[src/rtl/rx_interrupt_ctrl_if.sv]
// Host register bus between the PCIe target path and rx_interrupt_ctrl.
// master: host side drives strobes/addr/data; slave: register block returns read data.
interface rx_interrupt_ctrl_if;
   logic        reg_wr_en;
   logic [3:0]  reg_wr_addr;
   logic [31:0] reg_wr_data;
   logic        reg_rd_en;
   logic [3:0]  reg_rd_addr;
   logic [31:0] reg_rd_data;
   logic        reg_rd_valid;

   modport master (
      output reg_wr_en, reg_wr_addr, reg_wr_data,
      output reg_rd_en, reg_rd_addr,
      input  reg_rd_data, reg_rd_valid
   );

   modport slave (
      input  reg_wr_en, reg_wr_addr, reg_wr_data,
      input  reg_rd_en, reg_rd_addr,
      output reg_rd_data, reg_rd_valid
   );
endinterface

[src/rtl/rx_interrupt_ctrl.sv]
// RX interrupt control/status registers: enable, moderation period, resend
// request handshake and huge page ownership tracking.
// Ports: clk, reset (sync, active-high), bus (host register slave port),
// hp_close_1/2 from DMA, resend_interrupt_ack from the interrupt generator,
// interrupts_enabled / interrupt_period / resend_interrupt / huge_page_status_1/2 out.
module rx_interrupt_ctrl #(
   parameter logic [31:0] DEFAULT_PERIOD = 32'd50000,
   parameter logic [31:0] MIN_PERIOD     = 32'd16
) (
   input  logic                clk,
   input  logic                reset,
   rx_interrupt_ctrl_if.slave  bus,
   input  logic                hp_close_1,
   input  logic                hp_close_2,
   output logic                interrupts_enabled,
   output logic [31:0]         interrupt_period,
   output logic                resend_interrupt,
   input  logic                resend_interrupt_ack,
   output logic                huge_page_status_1,
   output logic                huge_page_status_2
);

   localparam logic [3:0] A_CTRL   = 4'd0;
   localparam logic [3:0] A_PERIOD = 4'd1;
   localparam logic [3:0] A_RESEND = 4'd2;
   localparam logic [3:0] A_HP_REL = 4'd3;
   localparam logic [3:0] A_HP_OVR = 4'd4;

   logic        en_q;
   logic [31:0] period_q;
   logic        pend_q;
   logic [15:0] cnt_q;
   logic        st1_q, st2_q;
   logic        ovr1_q, ovr2_q;
   logic [31:0] rd_data_q;
   logic        rd_valid_q;
   logic [31:0] rd_mux;

   logic wr_ctrl, wr_period, wr_resend, wr_rel, wr_ovr;
   logic rel1, rel2, clr1, clr2;
   logic set_ovr1, set_ovr2;

   assign wr_ctrl   = bus.reg_wr_en && (bus.reg_wr_addr == A_CTRL);
   assign wr_period = bus.reg_wr_en && (bus.reg_wr_addr == A_PERIOD);
   assign wr_resend = bus.reg_wr_en && (bus.reg_wr_addr == A_RESEND);
   assign wr_rel    = bus.reg_wr_en && (bus.reg_wr_addr == A_HP_REL);
   assign wr_ovr    = bus.reg_wr_en && (bus.reg_wr_addr == A_HP_OVR);

   assign rel1 = wr_rel && bus.reg_wr_data[0];
   assign rel2 = wr_rel && bus.reg_wr_data[1];
   assign clr1 = wr_ovr && bus.reg_wr_data[0];
   assign clr2 = wr_ovr && bus.reg_wr_data[1];

   // A close that races a release of the same page is a legal hand-back,
   // so it must not be flagged as an overrun.
   assign set_ovr1 = hp_close_1 && st1_q && !rel1;
   assign set_ovr2 = hp_close_2 && st2_q && !rel2;

   always_comb begin
      rd_mux = '0;
      case (bus.reg_rd_addr)
         A_CTRL:   rd_mux = {31'b0, en_q};
         A_PERIOD: rd_mux = period_q;
         A_RESEND: rd_mux = {pend_q, 15'b0, cnt_q};
         A_HP_REL: rd_mux = {28'b0, ovr2_q, ovr1_q, st2_q, st1_q};
         default:  rd_mux = '0;
      endcase
   end

   always_ff @(posedge clk) begin
      if (reset) begin
         en_q       <= 1'b0;
         period_q   <= DEFAULT_PERIOD;
         pend_q     <= 1'b0;
         cnt_q      <= '0;
         st1_q      <= 1'b0;
         st2_q      <= 1'b0;
         ovr1_q     <= 1'b0;
         ovr2_q     <= 1'b0;
         rd_data_q  <= '0;
         rd_valid_q <= 1'b0;
      end else begin
         rd_valid_q <= bus.reg_rd_en;
         if (bus.reg_rd_en)
            rd_data_q <= rd_mux;

         if (wr_ctrl)
            en_q <= bus.reg_wr_data[0];

         if (wr_period)
            period_q <= (bus.reg_wr_data < MIN_PERIOD) ?
                        MIN_PERIOD : bus.reg_wr_data;

         // A new request beats a same-cycle ack of the previous one.
         if (wr_resend) begin
            pend_q <= 1'b1;
            cnt_q  <= cnt_q + 16'd1;
         end else if (resend_interrupt_ack) begin
            pend_q <= 1'b0;
         end

         if (hp_close_1)
            st1_q <= 1'b1;
         else if (rel1)
            st1_q <= 1'b0;

         if (hp_close_2)
            st2_q <= 1'b1;
         else if (rel2)
            st2_q <= 1'b0;

         if (set_ovr1)
            ovr1_q <= 1'b1;
         else if (clr1)
            ovr1_q <= 1'b0;

         if (set_ovr2)
            ovr2_q <= 1'b1;
         else if (clr2)
            ovr2_q <= 1'b0;
      end
   end

   assign bus.reg_rd_data  = rd_data_q;
   assign bus.reg_rd_valid = rd_valid_q;

   assign interrupts_enabled = en_q;
   assign interrupt_period   = period_q;
   assign resend_interrupt   = pend_q;
   assign huge_page_status_1 = st1_q;
   assign huge_page_status_2 = st2_q;

endmodule

[src/flat_wrapper.sv]
// flat-port wrapper written by rule: the top's interface ports become plain ports
module rx_interrupt_ctrl_flat 
#(
   parameter logic [31:0] DEFAULT_PERIOD = 32'd50000,
   parameter logic [31:0] MIN_PERIOD     = 32'd16
)
  (clk, reset, hp_close_1, hp_close_2, interrupts_enabled, interrupt_period, resend_interrupt, resend_interrupt_ack, huge_page_status_1, huge_page_status_2, bus_reg_wr_en, bus_reg_wr_addr, bus_reg_wr_data, bus_reg_rd_en, bus_reg_rd_addr, bus_reg_rd_data, bus_reg_rd_valid);
  rx_interrupt_ctrl_if bus_i ();
  input  logic clk;
  input  logic reset;
  input  logic hp_close_1;
  input  logic hp_close_2;
  output logic interrupts_enabled;
  output logic [31:0] interrupt_period;
  output logic resend_interrupt;
  input  logic resend_interrupt_ack;
  output logic huge_page_status_1;
  output logic huge_page_status_2;
  input wire logic [$bits(bus_i.reg_wr_en)-1:0] bus_reg_wr_en;
  input wire logic [$bits(bus_i.reg_wr_addr)-1:0] bus_reg_wr_addr;
  input wire logic [$bits(bus_i.reg_wr_data)-1:0] bus_reg_wr_data;
  input wire logic [$bits(bus_i.reg_rd_en)-1:0] bus_reg_rd_en;
  input wire logic [$bits(bus_i.reg_rd_addr)-1:0] bus_reg_rd_addr;
  output wire logic [$bits(bus_i.reg_rd_data)-1:0] bus_reg_rd_data;
  output wire logic [$bits(bus_i.reg_rd_valid)-1:0] bus_reg_rd_valid;
  assign bus_i.reg_wr_en = bus_reg_wr_en;
  assign bus_i.reg_wr_addr = bus_reg_wr_addr;
  assign bus_i.reg_wr_data = bus_reg_wr_data;
  assign bus_i.reg_rd_en = bus_reg_rd_en;
  assign bus_i.reg_rd_addr = bus_reg_rd_addr;
  assign bus_reg_rd_data = bus_i.reg_rd_data;
  assign bus_reg_rd_valid = bus_i.reg_rd_valid;
  rx_interrupt_ctrl #(.DEFAULT_PERIOD(DEFAULT_PERIOD), .MIN_PERIOD(MIN_PERIOD)) u_core (.clk(clk), .reset(reset), .bus(bus_i), .hp_close_1(hp_close_1), .hp_close_2(hp_close_2), .interrupts_enabled(interrupts_enabled), .interrupt_period(interrupt_period), .resend_interrupt(resend_interrupt), .resend_interrupt_ack(resend_interrupt_ack), .huge_page_status_1(huge_page_status_1), .huge_page_status_2(huge_page_status_2));
endmodule
[config.mk]
export PLATFORM = sky130hd
export DESIGN_NAME = rx_interrupt_ctrl_flat
export DESIGN_NICKNAME = d
export VERILOG_FILES = /design/src/rtl/rx_interrupt_ctrl_if.sv /design/src/rtl/rx_interrupt_ctrl.sv /design/src/flat_wrapper.sv
export SDC_FILE = /design/constraint.sdc
export NUM_CORES = 1
export LEC_CHECK = 0
export BUFFER_PORTS_ARGS = -buffer_cell sky130_fd_sc_hd__buf_2
export CAP_MARGIN = 40
export CORE_MARGIN = 2
export CORE_UTILIZATION = 56
export CTS_BUF_LIST = sky130_fd_sc_hd__clkbuf_8
export CTS_CLUSTER_DIAMETER = 150
export CTS_CLUSTER_SIZE = 12
export DETAILED_ROUTE_END_ITERATION = 6
export PLACE_DENSITY = 0.87
export RECOVER_POWER = 50
export SETUP_SLACK_MARGIN = 0.4
export SLEW_MARGIN = 20
export SYNTH_ARGS = -nofsm -noshare
export SYNTH_HDL_FRONTEND = slang
export SYNTH_SLANG_ARGS = --single-unit
[constraint.sdc]
create_clock -name clk -period 3.96 [get_ports clk]
set_clock_uncertainty 0.15 [all_clocks]
set_input_delay 0.198 -clock clk [delete_from_list [all_inputs] [get_ports clk]]
set_output_delay 0.198 -clock clk [all_outputs]
set_load 0.01 [all_outputs]
After elaboration in Yosys (flattened, before gate mapping):

Cells that the tools add are included.

* bits in registers: 87
* latch bits: 0
* RAM bits: 0
* ROM bits: 0
* bits of input ports: 47
* output and inout port bits: 69
* logic and storage cells: 53
* memories: 0

* add/subtract/negate cells: 1
* multiply operators: 0
* divide/modulo/power cells: 0
* magnitude comparators: 1
* eq/ne operators: 7
* shift-type cells: 0
* multiplexer cells: 12
* bitwise operators: 0
* reduce and logical (&&, ||, !) cells: 22

Operator list (count)
* $pmux W32 S4: 1
* $lt A32 B5 Y1 const B: 1
* $mux W32: 1
* $add A16 B1 Y16 const B: 1
* $eq A4 B2 Y1 const B: 4
* $logic_and A1 B1 Y1: 13
* $mux W1: 10
* $reduce_bool A2 Y1: 5
* $eq A4 B1 Y1 const B: 2
* $logic_not A4 Y1: 2
* $eq A4 B3 Y1 const B: 1
* $logic_not A1 Y1: 2

Depth between registers and ports, before layout:

Gate-level depths: netlist of the first run.

* depth in word-level cells: 6
* gate-level depth with buffers: 6
* gate-level depth less buffers: 5

Least setup slack after synthesis of the first run:

No wires, ideal clock.

* path type: reg-to-reg
* from: register u_core.cnt_q[3]
* to: register u_core.cnt_q[14]
* library setup time: 0.070 ns
* data arrival time: 1.521 ns
* data required time: 3.740 ns
* slack: 2.218 ns
* cell stages (with the launch flop): 6
* path buffers: 1
* clock period less this slack: 1.742 ns
* cell sequence: dfxtp_1 -> and4_1 -> nand4_1 -> buf_2 -> or4_1 -> a21oi_1

* cells in the longest elaborated chain, start to end: 1

RTL lines
* start: declaration: line rx_interrupt_ctrl.sv:32 `logic [15:0] cnt_q;`
* start signal: assignment: line rx_interrupt_ctrl.sv:97 `cnt_q <= cnt_q + 16'd1;`
* $add A16 B1 Y16: line rx_interrupt_ctrl.sv:97

Every way passes these cells.
A chain may end at the register's enable or synchronous reset.

==> results.txt, run 1 <==
Layout area overhead: 30.8%
Worst skew pair latency: 0.35 ns
Layout cells sized above 1: 12.5%
Tightest Pin Transition: 0.928 ns
Syn Inst Count: 417
Vias in the first global route: 3599
Largest net degree at the start of global routing: 47
DRC errors left: 0
Status: finished, final reports clean
Height of the die: 83.6 um
Antenna Cells: 0
1st-iter DRT viols: 330
Initial antenna violation count: 0
Syn_nets: 465
CTS clk-pin slew, worst paths: 0.09 ns
Slew margin rel.: 38.1%
Core Footprint: 6030 um2
FFs w/ async S/R, synth: 0%
Final instance area: 4640 um2
Crit path DAT: 2.20 ns
Fin. max-slew vios: 0
Clock root cell: clkbuf_8
Post-DP HPWL: 6790 um
Top_reg_cell synth: dfxtp_1
Tot Pwr: 1.76 mW
Setup violators final: 0
Dpl cells: 584
Setup Total Neg Slack: 0 ns
Final period util: 53.4%
Drt first pass iters: 5
RD Place Congestion: 0.843
M3 GR Usage: 6.13%
Top-count cell post-synth: dfxtp_1
Worst setup SP type: input port
NumNets Final: 602
Post-synth top area cell: dfxtp_1
Place WS: 1.78 ns
Routed Antenna Nets: 0
Total Routing Usage GR: 30.0%
DR vias/cell: 5.89
CTS tree: built
Syn. warnings: 0
DR vias: 3736
Avg Inst Size Synth: 8.50 um2
Die X: 83.6 um
Synthesized area: 3550 um2
Synth cell types: 38
GR met2 Demand/Resource: 51.2%
Setup Crit Path Kind: input port to register
Sink Count: 87
Fmax: 0.473 GHz
Hold slack: 0.0635 ns
Drt total wl: 10600 um
CTS H-Tree Depth: 3
Critical Path Sink Type: register
Synth area leaders: dfxtp_1 (49%), nand2_1 (8.5%), a21oi_1 (7.5%)
Io pins: 116
Initial core utilization: 58.8%
First-pass GRT wire length: 17200 um
Pleak: 1.63 nW
Post-synth EDFFs: 0
CTS buffer count: 9
Met1 Use GR: 36.6%
PwrDens: 380 nW/um2
Register area share after synthesis: 49.1%
Clock buffer depth: 2
Row cnt: 28
Drt wl/cell: 16.7 um
Worst path required time: 4.05 ns
I/O Buffers: 115
Unrepaired setup endpoints after global routing: no
Die Area: 6980 um2
Min Tclk post-route: 2.12 ns
Worst Setup Slack, final: 1.84 ns
Final Util: 77.0%
Maximum vdd drop: 277 uV
Max_cap viols: 0
Endpoints failing hold: 0
Top Usage Layer GRT: met2
CP Max Fanout: 18
GRT overflow: 0
Commonest cells in the netlist: dfxtp_1 (87), nand2_1 (80), a21oi_1 (53)
Post-CTS Resized: 0
#FFs+latches synth: 87
Top-area cell type share of the netlist area: 49.1%
Non-Filler Instances: 634
Hold crit path type: input port to register
Placed cell areas: 4170 um2
[cell type report]
class | count | area, um2
Timing Repair Buffer | 155 | 871
Tap cell | 75 | 93.8
Clock buffer | 12 | 165
Fill cell | 450 | 1390
Sequential cell | 87 | 1740
Multi-Input combinational cell | 296 | 1670
Inverter | 5 | 18.8
Clock inverter | 4 | 76.3
[routing by layer]
metal	part of all wire (%)	vias to the layer above
li1	-	1751
met1	40	1755
met2	49	200
met3	8.3	30
met4	2.8	0
met5	0	-
[power breakdown]
part,internal [mW],switching [mW],total (mW)
registers,0.883,0.00791,0.891
logic,0.0621,0.0736,0.136
clock network,0.409,0.326,0.735
total,1.35,0.408,1.76
[registers in the layout (all words and copies together), names as in the netlist]
register	cells
u_core.ovr2_q	1
u_core.bus.reg_rd_valid	1
u_core.huge_page_status_2	1
u_core.interrupts_enabled	1
u_core.ovr1_q	1
u_core.huge_page_status_1	1
u_core.resend_interrupt	1
u_core.interrupt_period	32
u_core.cnt_q	16
u_core.bus.reg_rd_data	32
[critical path, stage by stage]
cell and delay [ns]:
clkbuf_1 0.61, inv_1 0.48, clkbuf_1 0.51, o2bb2ai_1 0.25
nor2b_1 0.14
[cells in the final DEF (no fill, tap or decap), drive strengths merged, types with 2 or more instances in the layout]
cell          n
nand2        80
and3          2
nand3        27
nor4b         4
bufinv        2
or3           4
nand3b        7
xnor2         4
nor4          9
xor2          4
nor2b         3
o211ai        2
dfxtp        87
a22oi        16
clkbuf       86
o41ai         2
or4           5
nand4         4
a2bb2oi      15
a21oi        53
dlygate4sd3  34
buf          47
nor2         31
o31ai         5
o21ai         5
mux2          3
inv           5
[cells by family (layout without fill, tap and decap cells)]
logic type	Yosys count	after routing	share of synthesized area (%)
xor+xnor	8	8	1.98
fa+ha+maj	1	1	0.353
buf+inv	34	176	3.74
compound gates	100	100	17.8
flops	87	87	49.1
simple gates	182	182	25.2
mux	5	5	1.87
[worst paths after layout]
kind,start,to,slack (ns),cells after the start
worst max-delay path,bus_reg_rd_en,u_core.bus.reg_rd_data[10],1.84,5
worst min-delay path,bus_reg_wr_data[4],u_core.interrupt_period[4],0.06,3
worst max register to register,u_core.cnt_q[3],u_core.cnt_q[12],1.87,4
worst min register to register,u_core.bus.reg_rd_data[16],u_core.bus.reg_rd_data[16],0.31,2
[timing repair]
item | 4_1_cts | 5_1_grt
endpoints found under the hold margin | 37 | 0
buffers inserted | 0 | 0
hold buffers | 34 | 0
setup endpoints to repair | 0 | 0
Power figures use the tool's default switching activity.
==> run 2: changes to the inputs <==
- ABC_AREA: default -> 1
- CORE_UTILIZATION: 56 -> 53
- PLACE_DENSITY: 0.87 -> 0.82
- clock period: 3.96 -> 2 ns (I/O delays scaled with it)
==> results.txt, run 2 <==
Post-DP HPWL: 7050 um (+3.8%)
Hold crit path type: input port to register
Drt total wl: 11400 um (+8.1%)
Post-synth EDFFs: 0 (unchanged)
Synth cell types: 27 (-29%)
M1 WL: 4610 um (+9.1%)
DR vias: 4192 (+12%)
FF-to-FF End: u_core.cnt_q[6]
Fillers: 584 (+30%)
WHS Endpoint: u_core.huge_page_status_1
Hold Path Cell Cnt: 4 (+1)
Final period util: 80.2%
Metal3 WL: 768 um (-13%)
Synthesized area: 3710 um2 (+4.6%)
DRC errors left: 0 (unchanged)
Status: finished, violations left
Worst path required time: 2.14 ns (-1.91 ns)
Crit path DAT: 1.74 ns (-0.46 ns)
Fmax: 0.624 GHz
Io pins: 116 (unchanged)
Most common cell after layout, fill and taps aside: nand2_1
1st-iter DRT viols: 241 (-27%)
Syn Inst Count: 519 (+24%)
Row cnt: 30 (+7.1%)
Tightest Pin Transition: 1.32 ns (+0.396 ns)
Setup Total Neg Slack: 0 ns (unchanged)
Sink Count: 87 (unchanged)
Final Util: 72.2% (-4.8 points)
Worst setup SP type: register
First-pass GRT wire length: 17600 um (+2.5%)
Synth area leaders: dfxtp_1 (47%), nand2_1 (13%), a21oi_1 (9.2%)
Core Footprint: 6790 um2 (+13%)
PwrDens: 696 nW/um2 (+83%)
Hold slack: -0.00493 ns (-0.0684 ns)
Launch point of the worst reg-to-reg path: u_core.cnt_q[0]
Crit-path slowest cell: dfxtp_1
Critical Path, Cell by Cell: ha_2 > nand3_1 > nor2_2 > inv_1 > nor2_4 > buf_4 > o21ai_0 > a21oi_1
Flop-to-flop setup slack: 0.40 ns (-1.47 ns)
Multi-input logic area: 1680 um2 (+0.67%)
Post-synth top area cell: dfxtp_1
Endpoints failing hold: 1 (+1)
Syn_nets: 567 (+22%)
Setup Crit Path Kind: register to register
Initial antenna violation count: 0 (unchanged)
Wire length on met2: 5780 um (+11%)
Commonest non-fill, non-tap cells in the layout: nand2_1 (133), dfxtp_1 (85), a21oi_1 (68)
Worst skew pair latency: 0.35 ns (about the same)
Tot Pwr: 3.41 mW (+94%)
Maximum vdd drop: 598 uV (+120%)
Layout area overhead: 32.3%
#FFs+latches synth: 87 (unchanged)
Avg Inst Size Synth: 7.15 um2 (-16%)
Critical Path Sink Type: register
Failing checks: negative hold slack
Pleak: 1.83 nW (+12%)
Setup violators final: 0 (unchanged)
Hold_sp: bus_reg_wr_addr[0]
CP Max Fanout: 5 (-13)
Largest net degree at the start of global routing: 65 (+38%)
Top-area cell type share of the netlist area: 47.0% (-2.2 points)
Total Routing Usage GR: 29.2% (-0.86 points)
Slew margin rel.: 11.7% (-26 points)
Reg2reg path depth: 8 (+4)
Clock buffer depth: 2 (unchanged)
Antenna Cells: 0 (unchanged)
NumNets Final: 718 (+19%)
Unrepaired setup endpoints after global routing: yes
CTS H-Tree Depth: 3 (unchanged)
I/O Buffers: 115 (unchanged)
Sequential cell area: 1740 um2 (+0.14%)
Die X: 87.7 um (+4.9%)
Top layer in use: met4
Drt wl/cell: 14.8 um (-11%)
Register area share after synthesis: 47.0% (-2.2 points)
Routed Antenna Nets: 0 (unchanged)
RD Place Congestion: 0.879 (+4.2%)
Min Tclk post-route: 1.60 ns
Non-Filler Instances: 771 (+22%)
CTS clk-pin slew, worst paths: 0.09 ns (about the same)
CTS tree: built
Slowest cell delay on critical path: 0.41 ns (-0.20 ns)
Max_cap viols: 0 (unchanged)
FFs w/ async S/R, synth: 0% (unchanged)
Vias in the first global route: 3832 (+6.5%)
Syn. warnings: 0 (unchanged)
Initial core utilization: 54.6% (-4.3 points)
Top_reg_cell synth: dfxtp_1
Layout cells sized above 1: 14.4% (+1.8 points)
Fin. max-slew vios: 0 (unchanged)
Die Area: 7680 um2 (+10%)
Height of the die: 87.7 um (+4.9%)
GRT overflow: 0 (unchanged)
Clock root cell: clkbuf_8
CTS buffer count: 9 (unchanged)
DR vias/cell: 5.44 (-7.7%)
Drt first pass iters: 5 (unchanged)
Top-count cell post-synth: nand2_1
Commonest cells in the netlist: nand2_1 (133), dfxtp_1 (87), a21oi_1 (68)
Dpl cells: 710 (+22%)
-- run 2: kinds of logic (layout without fill, tap and decap cells) --
logic type      after synthesis  in the layout  share of synthesized area (%)
buf+inv                      67            223                           7.83
fa+ha+maj                     1              1                          0.337
simple gates                253            253                           28.8
compound gates              111            111                           16.0
flops                        87             87                           47.0
-- run 2: worst max path at each step --
stage	startpoint	end	slack, ns	cells past startpoint
final	u_core.cnt_q[0]	u_core.cnt_q[6]	0.40	8
after global routing	u_core.cnt_q[0]	u_core.cnt_q[10]	0.32	9
after CTS	u_core.cnt_q[1]	u_core.cnt_q[10]	0.42	9
after detailed placement	u_core.cnt_q[0]	u_core.cnt_q[10]	0.36	9
after global placement	u_core.cnt_q[0]	u_core.cnt_q[10]	0.42	9
after floorplan	u_core.cnt_q[0]	u_core.cnt_q[10]	0.56	8
-- run 2: critical path, delay by kind of cell (launching register included) --
kind | cells | cell delay (ns)
flip-flops | 1 | 0.41
buffers and inverters | 2 | 0.21
AND/OR/NAND/NOR | 3 | 0.33
adder cells (fa/ha/maj) | 1 | 0.22
AO/OA/AOI/OAI | 2 | 0.20
-- run 2: power breakdown --
part	total [mW]	switching [mW]	internal (mW)	leakage, nW
Combinational	0.296	0.169	0.126	1.01
Sequential	1.77	0.0166	1.75	0.704
Clock	1.35	0.614	0.733	0.114
-- run 2: cell type report --
class	instances	share of cell area [%]
clock inverter	6	1.73
sequential	87	35.6
timing repair buffer	166	20.0
clock buffer	10	2.81
multi-input combinational	365	34.3
inverter	41	3.16
tap	96	2.45
-- run 2: repair_timing --
| item | in CTS | in global routing |
|---|---|---|
| pin swaps | 0 | 6 |
| buffers inserted | 0 | 5 |
| hold endpoints to repair | 41 | 0 |
| resized for setup | 2 | 6 |
| hold buffers | 41 | 0 |
| setup endpoints to repair | 2 | 7 |
-- run 2: metrics by stage --
| step | instance area (um2) | setup slack (ns) |
|---|---|---|
| final | 4900 | 0.396 |
| after global routing | 4900 | 0.317 |
| after CTS | 4950 | 0.423 |
| after detailed placement | 4310 | 0.364 |
| after global placement | 4310 | 0.419 |
| after floorplan | 3710 | 0.563 |
-- run 2: per-layer routing --
layer | track usage [%] | vias up
met5 | 0 | -
met4 | 10.6 | 0
met3 | 5.75 | 31
met2 | 52.2 | 211
met1 | 34.6 | 1924
li1 | - | 2026
